$ cat config.mk
export PLATFORM = sky130hd
export DESIGN_NAME = ball_collision_resolver_flat
export DESIGN_NICKNAME = d
export VERILOG_FILES = /design/src/rtl/ball_collision_resolver_if.sv /design/src/rtl/ball_collision_resolver.sv /design/src/flat_wrapper.sv
export SDC_FILE = /design/constraint.sdc
export NUM_CORES = 2
export LEC_CHECK = 0
export BUFFER_PORTS_ARGS = -buffer_cell sky130_fd_sc_hd__buf_2
export CAP_MARGIN = 40
export CORE_ASPECT_RATIO = 0.7
export CORE_UTILIZATION = 30
export DETAILED_ROUTE_END_ITERATION = 6
export MAX_ROUTING_LAYER = met4
export SETUP_SLACK_MARGIN = 0.4
export SYNTH_ARGS = -nofsm -noshare
export SYNTH_HDL_FRONTEND = slang
export SYNTH_SLANG_ARGS = --single-unit
$ cat constraint.sdc
create_clock -name clk -period 26.5 [get_ports clk]
set_input_delay 1.325 -clock clk [delete_from_list [all_inputs] [get_ports clk]]
set_output_delay 1.325 -clock clk [all_outputs]
set_load 0.01 [all_outputs]
$ cat src/rtl/ball_collision_resolver_if.sv
// Request/response bundle for the ball-pair collision resolver.
// Positions are unsigned pixels; velocities are two's-complement pixels/frame.
interface ball_collision_resolver_if #(
   parameter int P_W = 10,
   parameter int V_W = 10
);
   // Both channels use valid/ready: a beat transfers on a rising clk edge where
   // valid && ready. The payload must be stable while valid is high and not yet
   // accepted, and valid must not be withdrawn before the transfer.
   logic                  in_valid;
   logic                  in_ready;
   logic [P_W-1:0]        xa, ya, xb, yb;
   logic signed [V_W-1:0] vax, vay, vbx, vby;

   logic                  out_valid;
   logic                  out_ready;
   logic signed [V_W-1:0] vax_o, vay_o, vbx_o, vby_o;
   logic                  hit;

   modport master (
      output in_valid, xa, ya, xb, yb, vax, vay, vbx, vby, out_ready,
      input  in_ready, out_valid, vax_o, vay_o, vbx_o, vby_o, hit
   );

   modport slave (
      input  in_valid, xa, ya, xb, yb, vax, vay, vbx, vby, out_ready,
      output in_ready, out_valid, vax_o, vay_o, vbx_o, vby_o, hit
   );
endinterface

$ cat src/rtl/ball_collision_resolver.sv
// Sequential equal-mass elastic collision resolver for one ball pair per request.
// The impulse along the centre line is computed with one shared restoring divider.
module ball_collision_resolver #(
   parameter int P_W       = 10,
   parameter int V_W       = 10,
   parameter int BALL_DIAM = 30
) (
   input  logic                     clk,
   input  logic                     rst,
   ball_collision_resolver_if.slave bus,
   output logic [2:0]               dbg_state
);
   localparam int DIV_BITS = 2*P_W + V_W + 4;
   localparam int D_W      = P_W + 1;
   localparam int R_W      = V_W + 1;
   localparam int D2_W     = 2*P_W + 1;
   localparam int DOT_W    = P_W + V_W + 3;
   localparam int Q_W      = V_W + 1;
   localparam int I_W      = V_W + 2;
   localparam int S_W      = V_W + 3;
   localparam int CNT_W    = $clog2(DIV_BITS + 1);

   localparam logic [D2_W-1:0]       THRESH = D2_W'(BALL_DIAM * BALL_DIAM);
   localparam logic signed [S_W-1:0] V_MAX  = S_W'((1 <<< (V_W-1)) - 1);
   localparam logic signed [S_W-1:0] V_MIN  = S_W'(-(1 <<< (V_W-1)));

   typedef enum logic [2:0] {
      S_IDLE, S_DELTA, S_PROD, S_CHECK, S_DIVX, S_DIVY, S_APPLY, S_DONE
   } state_t;

   state_t state, state_nx;

   logic                     rdy_q;
   logic [P_W-1:0]           s_xa, s_ya, s_xb, s_yb;
   logic signed [V_W-1:0]    s_vax, s_vay, s_vbx, s_vby;
   logic signed [D_W-1:0]    dx, dy;
   logic signed [R_W-1:0]    rvx, rvy;
   logic [D2_W-1:0]          d2;
   logic signed [DOT_W-1:0]  dot;
   logic [DIV_BITS-1:0]      div_num;
   logic [D2_W-1:0]          div_rem;
   logic [Q_W-1:0]           div_quo;
   logic [CNT_W-1:0]         div_cnt;
   logic signed [I_W-1:0]    ix, iy;
   logic signed [V_W-1:0]    o_vax, o_vay, o_vbx, o_vby;
   logic                     hit_q;

   logic                     accept;
   logic                     collide;
   logic                     div_last;
   logic [P_W-1:0]           mag_dx, mag_dy;
   logic [DOT_W-1:0]         mag_dot;
   logic [DIV_BITS-1:0]      num_x, num_y;
   logic [D2_W:0]            rem_shift;
   logic                     rem_ge;
   logic [D2_W-1:0]          rem_next;
   logic [Q_W-1:0]           quo_next;
   logic                     imp_neg;
   logic signed [I_W-1:0]    imp_next;

   function automatic logic signed [V_W-1:0] sat(input logic signed [S_W-1:0] v);
      if (v > V_MAX)      return V_W'(V_MAX);
      else if (v < V_MIN) return V_W'(V_MIN);
      else                return V_W'(v);
   endfunction

   function automatic logic signed [I_W-1:0] apply_sign(input logic [Q_W-1:0] m,
                                                        input logic neg);
      logic signed [I_W-1:0] t;
      t = $signed({1'b0, m});
      return neg ? -t : t;
   endfunction

   assign bus.in_ready  = (state == S_IDLE) && rdy_q;
   assign bus.out_valid = (state == S_DONE);
   assign bus.vax_o     = o_vax;
   assign bus.vay_o     = o_vay;
   assign bus.vbx_o     = o_vbx;
   assign bus.vby_o     = o_vby;
   assign bus.hit       = hit_q;
   assign dbg_state     = state;

   assign accept  = bus.in_valid && bus.in_ready;
   assign mag_dx  = P_W'(dx[D_W-1] ? -dx : dx);
   assign mag_dy  = P_W'(dy[D_W-1] ? -dy : dy);
   assign mag_dot = DOT_W'(dot[DOT_W-1] ? -dot : dot);
   assign num_x   = DIV_BITS'(mag_dot) * DIV_BITS'(mag_dx);
   assign num_y   = DIV_BITS'(mag_dot) * DIV_BITS'(mag_dy);
   assign collide = (d2 != '0) && (d2 <= THRESH) && dot[DOT_W-1];

   // One restoring step: bring down the next numerator bit, subtract d2 if it fits.
   // The true quotient never exceeds |rv|, so only the low Q_W bits are kept.
   assign rem_shift = {div_rem, div_num[DIV_BITS-1]};
   assign rem_ge    = rem_shift >= {1'b0, d2};
   assign rem_next  = D2_W'(rem_ge ? (rem_shift - {1'b0, d2}) : rem_shift);
   assign quo_next  = Q_W'({div_quo, rem_ge});
   assign div_last  = (div_cnt == CNT_W'(DIV_BITS - 1));
   assign imp_neg   = (state == S_DIVX) ? dx[D_W-1] : dy[D_W-1];
   assign imp_next  = apply_sign(quo_next, imp_neg);

   always_ff @(posedge clk) begin
      if (!rst) state <= S_IDLE;
      else      state <= state_nx;
   end

   always_comb begin
      state_nx = state;
      case (state)
         S_IDLE:  if (accept) state_nx = S_DELTA;
         S_DELTA: state_nx = S_PROD;
         S_PROD:  state_nx = S_CHECK;
         S_CHECK: state_nx = collide ? S_DIVX : S_DONE;
         S_DIVX:  if (div_last) state_nx = S_DIVY;
         S_DIVY:  if (div_last) state_nx = S_APPLY;
         S_APPLY: state_nx = S_DONE;
         S_DONE:  if (bus.out_ready) state_nx = S_IDLE;
         default: state_nx = S_IDLE;
      endcase
   end

   always_ff @(posedge clk) begin
      if (!rst) begin
         rdy_q   <= 1'b0;
         s_xa    <= '0;
         s_ya    <= '0;
         s_xb    <= '0;
         s_yb    <= '0;
         s_vax   <= '0;
         s_vay   <= '0;
         s_vbx   <= '0;
         s_vby   <= '0;
         dx      <= '0;
         dy      <= '0;
         rvx     <= '0;
         rvy     <= '0;
         d2      <= '0;
         dot     <= '0;
         div_num <= '0;
         div_rem <= '0;
         div_quo <= '0;
         div_cnt <= '0;
         ix      <= '0;
         iy      <= '0;
         o_vax   <= '0;
         o_vay   <= '0;
         o_vbx   <= '0;
         o_vby   <= '0;
         hit_q   <= 1'b0;
      end else begin
         rdy_q <= 1'b1;
         case (state)
            S_IDLE: begin
               if (accept) begin
                  s_xa  <= bus.xa;
                  s_ya  <= bus.ya;
                  s_xb  <= bus.xb;
                  s_yb  <= bus.yb;
                  s_vax <= bus.vax;
                  s_vay <= bus.vay;
                  s_vbx <= bus.vbx;
                  s_vby <= bus.vby;
               end
            end
            S_DELTA: begin
               dx  <= $signed({1'b0, s_xb}) - $signed({1'b0, s_xa});
               dy  <= $signed({1'b0, s_yb}) - $signed({1'b0, s_ya});
               rvx <= $signed({s_vbx[V_W-1], s_vbx}) - $signed({s_vax[V_W-1], s_vax});
               rvy <= $signed({s_vby[V_W-1], s_vby}) - $signed({s_vay[V_W-1], s_vay});
            end
            S_PROD: begin
               d2  <= D2_W'(mag_dx) * D2_W'(mag_dx) + D2_W'(mag_dy) * D2_W'(mag_dy);
               dot <= DOT_W'(rvx) * DOT_W'(dx) + DOT_W'(rvy) * DOT_W'(dy);
            end
            S_CHECK: begin
               if (collide) begin
                  div_num <= num_x;
                  div_rem <= '0;
                  div_quo <= '0;
                  div_cnt <= '0;
               end else begin
                  o_vax <= s_vax;
                  o_vay <= s_vay;
                  o_vbx <= s_vbx;
                  o_vby <= s_vby;
                  hit_q <= 1'b0;
               end
            end
            S_DIVX, S_DIVY: begin
               div_num <= div_num << 1;
               div_rem <= rem_next;
               div_quo <= quo_next;
               div_cnt <= div_cnt + 1'b1;
               if (div_last) begin
                  // The x pass hands over to the y pass with a fresh divider load.
                  if (state == S_DIVX) begin
                     ix      <= imp_next;
                     div_num <= num_y;
                  end else begin
                     iy <= imp_next;
                  end
                  div_rem <= '0;
                  div_quo <= '0;
                  div_cnt <= '0;
               end
            end
            S_APPLY: begin
               o_vax <= sat(S_W'(s_vax) - S_W'(ix));
               o_vbx <= sat(S_W'(s_vbx) + S_W'(ix));
               o_vay <= sat(S_W'(s_vay) - S_W'(iy));
               o_vby <= sat(S_W'(s_vby) + S_W'(iy));
               hit_q <= 1'b1;
            end
            default: ;
         endcase
      end
   end
endmodule

$ cat src/flat_wrapper.sv
// flat-port wrapper written by rule: the top's interface ports become plain ports
module ball_collision_resolver_flat 
#(
   parameter int P_W       = 10,
   parameter int V_W       = 10,
   parameter int BALL_DIAM = 30
)
  (clk, rst, dbg_state, bus_in_valid, bus_xa, bus_ya, bus_xb, bus_yb, bus_vax, bus_vay, bus_vbx, bus_vby, bus_out_ready, bus_in_ready, bus_out_valid, bus_vax_o, bus_vay_o, bus_vbx_o, bus_vby_o, bus_hit);
  ball_collision_resolver_if #(.P_W(P_W), .V_W(V_W)) bus_i ();
  input  logic clk;
  input  logic rst;
  output logic [2:0] dbg_state;
  input wire logic [$bits(bus_i.in_valid)-1:0] bus_in_valid;
  input wire logic [$bits(bus_i.xa)-1:0] bus_xa;
  input wire logic [$bits(bus_i.ya)-1:0] bus_ya;
  input wire logic [$bits(bus_i.xb)-1:0] bus_xb;
  input wire logic [$bits(bus_i.yb)-1:0] bus_yb;
  input wire logic [$bits(bus_i.vax)-1:0] bus_vax;
  input wire logic [$bits(bus_i.vay)-1:0] bus_vay;
  input wire logic [$bits(bus_i.vbx)-1:0] bus_vbx;
  input wire logic [$bits(bus_i.vby)-1:0] bus_vby;
  input wire logic [$bits(bus_i.out_ready)-1:0] bus_out_ready;
  output wire logic [$bits(bus_i.in_ready)-1:0] bus_in_ready;
  output wire logic [$bits(bus_i.out_valid)-1:0] bus_out_valid;
  output wire logic [$bits(bus_i.vax_o)-1:0] bus_vax_o;
  output wire logic [$bits(bus_i.vay_o)-1:0] bus_vay_o;
  output wire logic [$bits(bus_i.vbx_o)-1:0] bus_vbx_o;
  output wire logic [$bits(bus_i.vby_o)-1:0] bus_vby_o;
  output wire logic [$bits(bus_i.hit)-1:0] bus_hit;
  assign bus_i.in_valid = bus_in_valid;
  assign bus_i.xa = bus_xa;
  assign bus_i.ya = bus_ya;
  assign bus_i.xb = bus_xb;
  assign bus_i.yb = bus_yb;
  assign bus_i.vax = bus_vax;
  assign bus_i.vay = bus_vay;
  assign bus_i.vbx = bus_vbx;
  assign bus_i.vby = bus_vby;
  assign bus_i.out_ready = bus_out_ready;
  assign bus_in_ready = bus_i.in_ready;
  assign bus_out_valid = bus_i.out_valid;
  assign bus_vax_o = bus_i.vax_o;
  assign bus_vay_o = bus_i.vay_o;
  assign bus_vbx_o = bus_i.vbx_o;
  assign bus_vby_o = bus_i.vby_o;
  assign bus_hit = bus_i.hit;
  ball_collision_resolver #(.P_W(P_W), .V_W(V_W), .BALL_DIAM(BALL_DIAM)) u_core (.clk(clk), .rst(rst), .bus(bus_i), .dbg_state(dbg_state));
endmodule
# Word-level counts from Yosys, hierarchy flattened

Cells that the tools add are included.

Reductions and logical operators: 15
$add $sub $neg: 16
$lt $le $gt $ge: 10
Eq/ne operators: 14
Multiplexer cells: 44
Bitwise logic cells: 1
Multipliers: 6

Operators by type and width:

| kind                 | number |
|---|---|
| $mux 10              | 16 |
| $mux 34              | 3 |
| $pmux 10 s2          | 5 |
| $pmux 34 s2          | 1 |
| $mul 23x10->33       | 2 |
| $mux 21              | 3 |
| $gt 13x10->1 const B | 4 |
| $lt 13x10->1 const B | 4 |
| $mul 11x11->22       | 2 |
| $sub 10x10->11       | 4 |
| $pmux 21 s2          | 1 |
| $mul 10x10->20       | 2 |
| $add 10x12->13       | 2 |
| $sub 10x12->13       | 2 |
| $pmux 3 s8           | 1 |
| $add 23x23->23       | 1 |
| $mux 23              | 1 |
| $neg 23->23          | 1 |
| $ge 22x21->1         | 1 |
| $add 20x20->21       | 1 |
| $le 21x10->1 const B | 1 |
| $reduce_bool 21->1   | 1 |
| $sub 21x21->21       | 1 |
| $neg 10->10          | 2 |
| other kinds (23)     | 44 |

Output and inout port bits: 46
Logic and storage cells: 133
Flip-flop bits (word level): 308
Input bits: 84

# Longest topological paths before layout

Word-level depth: 6
Depth in mapped cells: 34
Depth with buffers taken out: 31

# Worst setup path after synthesis

OpenSTA, ideal clock, no wires.

Path type: reg2reg
Start point: reg u_core.dx[0]
End point: reg u_core.d2[20]
Cell stages (with the launch flop): 34
Path buffers: 3
Period minus slack after synthesis: 8392 ps
Setup time: 132 ps
Arrival: 8259 ps
Required time: 26368 ps
Path slack: 18108 ps
Cells stage by stage: dfxtp_1 inv_1 clkbuf_1 clkbuf_1 ha_1 nand2_1 o31ai_1 xnor2_1 clkinv_1 clkbuf_1 nor2_1 fa_1 inv_1 fa_1 fa_1 inv_1 fa_1 inv_1 fa_1 inv_1 fa_1 inv_1 fa_1 inv_1 ha_1 a21oi_1 o21ai_0 a21o_1 a2111oi_0 or3_1 nand3_1 o41ai_1 xnor2_1 a21oi_1

Word-level cells in the longest chain between the ends: 4

Ends and longest elaborated chain:

| item                   | line                           | RTL |
|---|---|---|
| start, declared        | ball_collision_resolver.sv:36  | `logic signed [D_W-1:0] dx, dy;` |
| start signal, assigned | ball_collision_resolver.sv:165 | `dx <= $signed({1'b0, s_xb}) - $signed({1'b0, s_xa});` |
| $neg 10->10            | ball_collision_resolver.sv:84  | `assign mag_dx = P_W'(dx[D_W-1] ? -dx : dx);` |
| $mux 10 *              | ball_collision_resolver.sv:84  |  |
| $mul 10x10->20 *       | ball_collision_resolver.sv:171 | `d2 <= D2_W'(mag_dx) * D2_W'(mag_dx) + D2_W'(mag_dy) * D2_W'(mag_dy);` |
| $add 20x20->21 *       | ball_collision_resolver.sv:171 |  |
| end signal, assigned   | ball_collision_resolver.sv:171 |  |
| end, declared          | ball_collision_resolver.sv:38  | `logic [D2_W-1:0] d2;` |

Mark *: on every way between the ends. The rest lies on a longest branch, timed or not.
A chain may end at the register's enable or synchronous reset.

# Worst setup path in the final report

Start point: reg u_core.dy[0]
End point: reg u_core.d2[20]

Word-level cells in the longest chain between the ends: 4

Ends and longest elaborated chain:

| item                   | line                           | RTL |
|---|---|---|
| start, declared        | ball_collision_resolver.sv:36  |  |
| start signal, assigned | ball_collision_resolver.sv:166 | `dy <= $signed({1'b0, s_yb}) - $signed({1'b0, s_ya});` |
| $neg 10->10            | ball_collision_resolver.sv:85  | `assign mag_dy = P_W'(dy[D_W-1] ? -dy : dy);` |
| $mux 10 *              | ball_collision_resolver.sv:85  |  |
| $mul 10x10->20 *       | ball_collision_resolver.sv:171 |  |
| $add 20x20->21 *       | ball_collision_resolver.sv:171 |  |

Marks and branches as above.

==> results.ini <==
[run_status]
run_status = completed

[floorplanning]
rows = 122
core_area_um2 = 158000
initial_utilization_pct = 30.21
die_area_um2 = 160700
die_w_um = 478.7
die_h_um = 335.7
pin_count = 130

[layout]
stdcell_count = 8012
final_nets = 7115
num_antenna_cells = 0
layout-drive-gt1-share_pct = 6.436
syn_to_final_growth_pct = 9.913
final_area_um2 = 52450
post-route-util_pct = 33.20

[worst_setup_path]
worstSetupStartpointType = flop
rr_endpoint = u_core.d2[20]
crit_arrival_ns = 10.08
cp.required_ns = 26.97
r2r_setup_slack_ns = 16.90
reg2regPathDepth = 29
critPathLaunch = u_core.dy[0]
endpoint = u_core.d2[20]
rr_startpoint = u_core.dy[0]
worst_path_most_repeated_cell = fa_1
crit_slowest_cell = a2111oi_0
crit_fanout = 33
worstSetupPathType = reg -> reg
cpPeakStageDelay_ns = 0.73
cp-end-kind = flop

[sta]
timing.final.ws_setup_ns = 16.90
fmax_ghz = 0.1041
setup_viol = 0
holdWs_ns = 0.4531
finalHoldViolations = 0
timing.final.max_slew_violations = 0
finClkSkew_ns = 0.04321
post-route-period-util_pct = 36.25
finalCriticalPeriod_ns = 9.605
fin_tns_setup_ns = 0
rsz0062_at_grt = no
worst_pin_slew_ns = 0.9196
max-slew-margin-rel_pct = 38.25

[route]
wirelength_um = 151800
drtAntennaViolNets = 0
drc = 0
drtIter0Drc = 3441
vias = 40560
drt-wirelength-per-cell_um = 18.95
dr.pass1.iters = 5
viasPerCell = 5.062

[placed_design]
dpl.hpwl_um = 119100
placed_cells = 7944
dpl_cell_area_um2 = 51100
finalWeightedCongestion = 0.9492
port_buffers = 129
post-place-ws_ns = 17.10

[synthesis]
avgSynthCellArea_um2 = 8.145
ys_types = 82
ys_seq_area_share_pct = 12.92
synth_area_um2 = 47720
synth_warnings = 0
synthCells = 5859
ys.flop_type = dfxtp_1
syn-num-nets = 7098
ys_ff_latch = 308
synth_enable_flop_cells = 0
ys_async_sr_fraction_pct = 0

[clock_tree]
post_cts_buffers = 0
cts_buffers = 38
cts_root_buffer = clkbuf_16
clock_sinks = 308
clockBufferDepth = 3
clk_latency_ns = 0.63
cts_hold_buf = 0
cts_resized = 0
htree_levels = 2
cts_tree = yes
path_clk_slew_ns = 0.07

[global_routing]
grt_usage_pct = 19.57
grt_first_pass_wirelength_um = 239200
grt_start_max_net_pins = 81
antenna_found_initial = 1
grt_pass1_vias = 41160
globalRoute.totalOverflow = 0

[power_and_ir_drop]
worst_ir_drop_vdd_mv = 0.04571
power_density_nw_per_um2 = 51.49
p_total_mw = 2.701
p_leak_nw = 24.56

[min_path]
min-delay-path-class = reg -> reg

[job]
maxCapViolCount = 0

## where the power goes
group	internal [mW]	switching (mW)
sequential	0.502	0.0813
combinational	0.526	1.01
clock	0.337	0.240
total	1.36	1.34
## layout make-up
| cell class | count | area (µm²) |
|---|---|---|
| fillers | 16500 | 105500 |
| multi-input cells | 4250 | 36850 |
| flip-flops and latches | 308 | 6166 |
| inverters | 1040 | 3911 |
| well taps | 2108 | 2638 |
| repair buffers | 238 | 1531 |
| clock buffers | 48 | 1059 |
| clock inverters | 20 | 299.0 |
## flip-flops by register name (all words and copies together), names as in the netlist, 11 cells and up
name	cells
u_core.div_rem	21
u_core.iy	12
u_core.div_num	34
u_core.rvy	11
u_core.rvx	11
u_core.dot	23
u_core.dx	11
u_core.d2	21
u_core.dy	11
u_core.ix	12
## cells by family (layout without fill, tap and decap cells)
group | after synthesis | in the layout | share of synthesized area, %
xor+xnor | 256 | 256 | 4.698
mux | 36 | 36 | 0.7603
flops | 308 | 308 | 12.92
buf+inv | 1301 | 1346 | 10.27
compound gates | 993 | 993 | 13.21
simple gates | 1810 | 1810 | 16.79
fa+ha+maj | 1155 | 1155 | 41.36
## worst max-delay path: cells and delay by family (launching register included)
kind                     cells  cell delay (ns)
adder cells (fa/ha/maj)      9             4.24
AO/OA/AOI/OAI                7             1.84
buffers and inverters        7             1.57
XOR/XNOR                     2             0.88
AND/OR/NAND/NOR              4             0.59
flip-flops                   1             0.32
## how the worst min path moves through the flow
stage / startpoint / end / cells after the start
final: u_core.s_xa[6] / u_core.s_xa[6] / 2
after global routing: u_core.s_xa[6] / u_core.s_xa[6] / 2
after CTS: u_core.s_ya[2] / u_core.s_ya[2] / 2
after detailed placement: u_core.s_ya[9] / u_core.s_ya[9] / 2
after global placement: u_core.div_num[8] / u_core.div_num[9] / 2
after floorplan: u_core.div_cnt[5] / u_core.div_cnt[5] / 1
## metal layers
metal,share of wire (%),GRT usage [%],vias up
met2,40,27.23,1626
met1,47,28.03,20050
li1,-,-,18720
met3,11,5.375,167
met5,0,-,-
met4,1.9,3.699,0
## synth_stat cells (11+ instances only)
master,count,area [µm²]
inv_1,1028,3859
nand2_1,791,2969
fa_1,704,14090
nor2_1,502,1884
ha_1,451,5643
a21oi_1,343,1717
dfxtp_1,308,6166
clkbuf_1,252,945.9
o21ai_0,199,996.0
xnor2_1,171,1498
and2_1,138,863.3
nand3_1,97,485.5
xor2_1,85,744.5
nor3_1,63,315.3
a21o_1,61,457.9
a211oi_1,53,397.9
nand2b_1,46,287.8
a31oi_1,34,212.7
mux2i_1,34,340.3
o21a_1,30,225.2
nor2b_1,29,181.4
o21bai_1,28,210.2
a221oi_1,26,227.7
or3_1,24,150.1
o31ai_1,22,165.2
and3_1,20,125.1
o211ai_1,20,150.1
a211o_1,17,148.9
nand4_1,17,106.4
o22ai_1,17,106.4
or2_2,15,93.84
a21boi_0,14,105.1
a22oi_1,14,105.1
a32oi_1,12,105.1
nor4_1,12,75.07
a2111oi_0,11,96.34
clkinv_1,11,41.29
nand3b_1,11,82.58
nand4b_1,11,96.34
## layout by cell type (no fill, tap or decap), types with 136 or more instances in the layout
| master | netlist | layout |
|---|---|---|
| nand2_1 | 791 | 789 |
| dfxtp_1 | 308 | 308 |
| and2_1 | 138 | 136 |
| nor2_1 | 502 | 501 |
| fa_1 | 704 | 704 |
| a21oi_1 | 343 | 342 |
| xnor2_1 | 171 | 159 |
| ha_1 | 451 | 451 |
| inv_1 | 1028 | 1028 |
| o21ai_0 | 199 | 199 |
(Power assumes the default switching activity.)
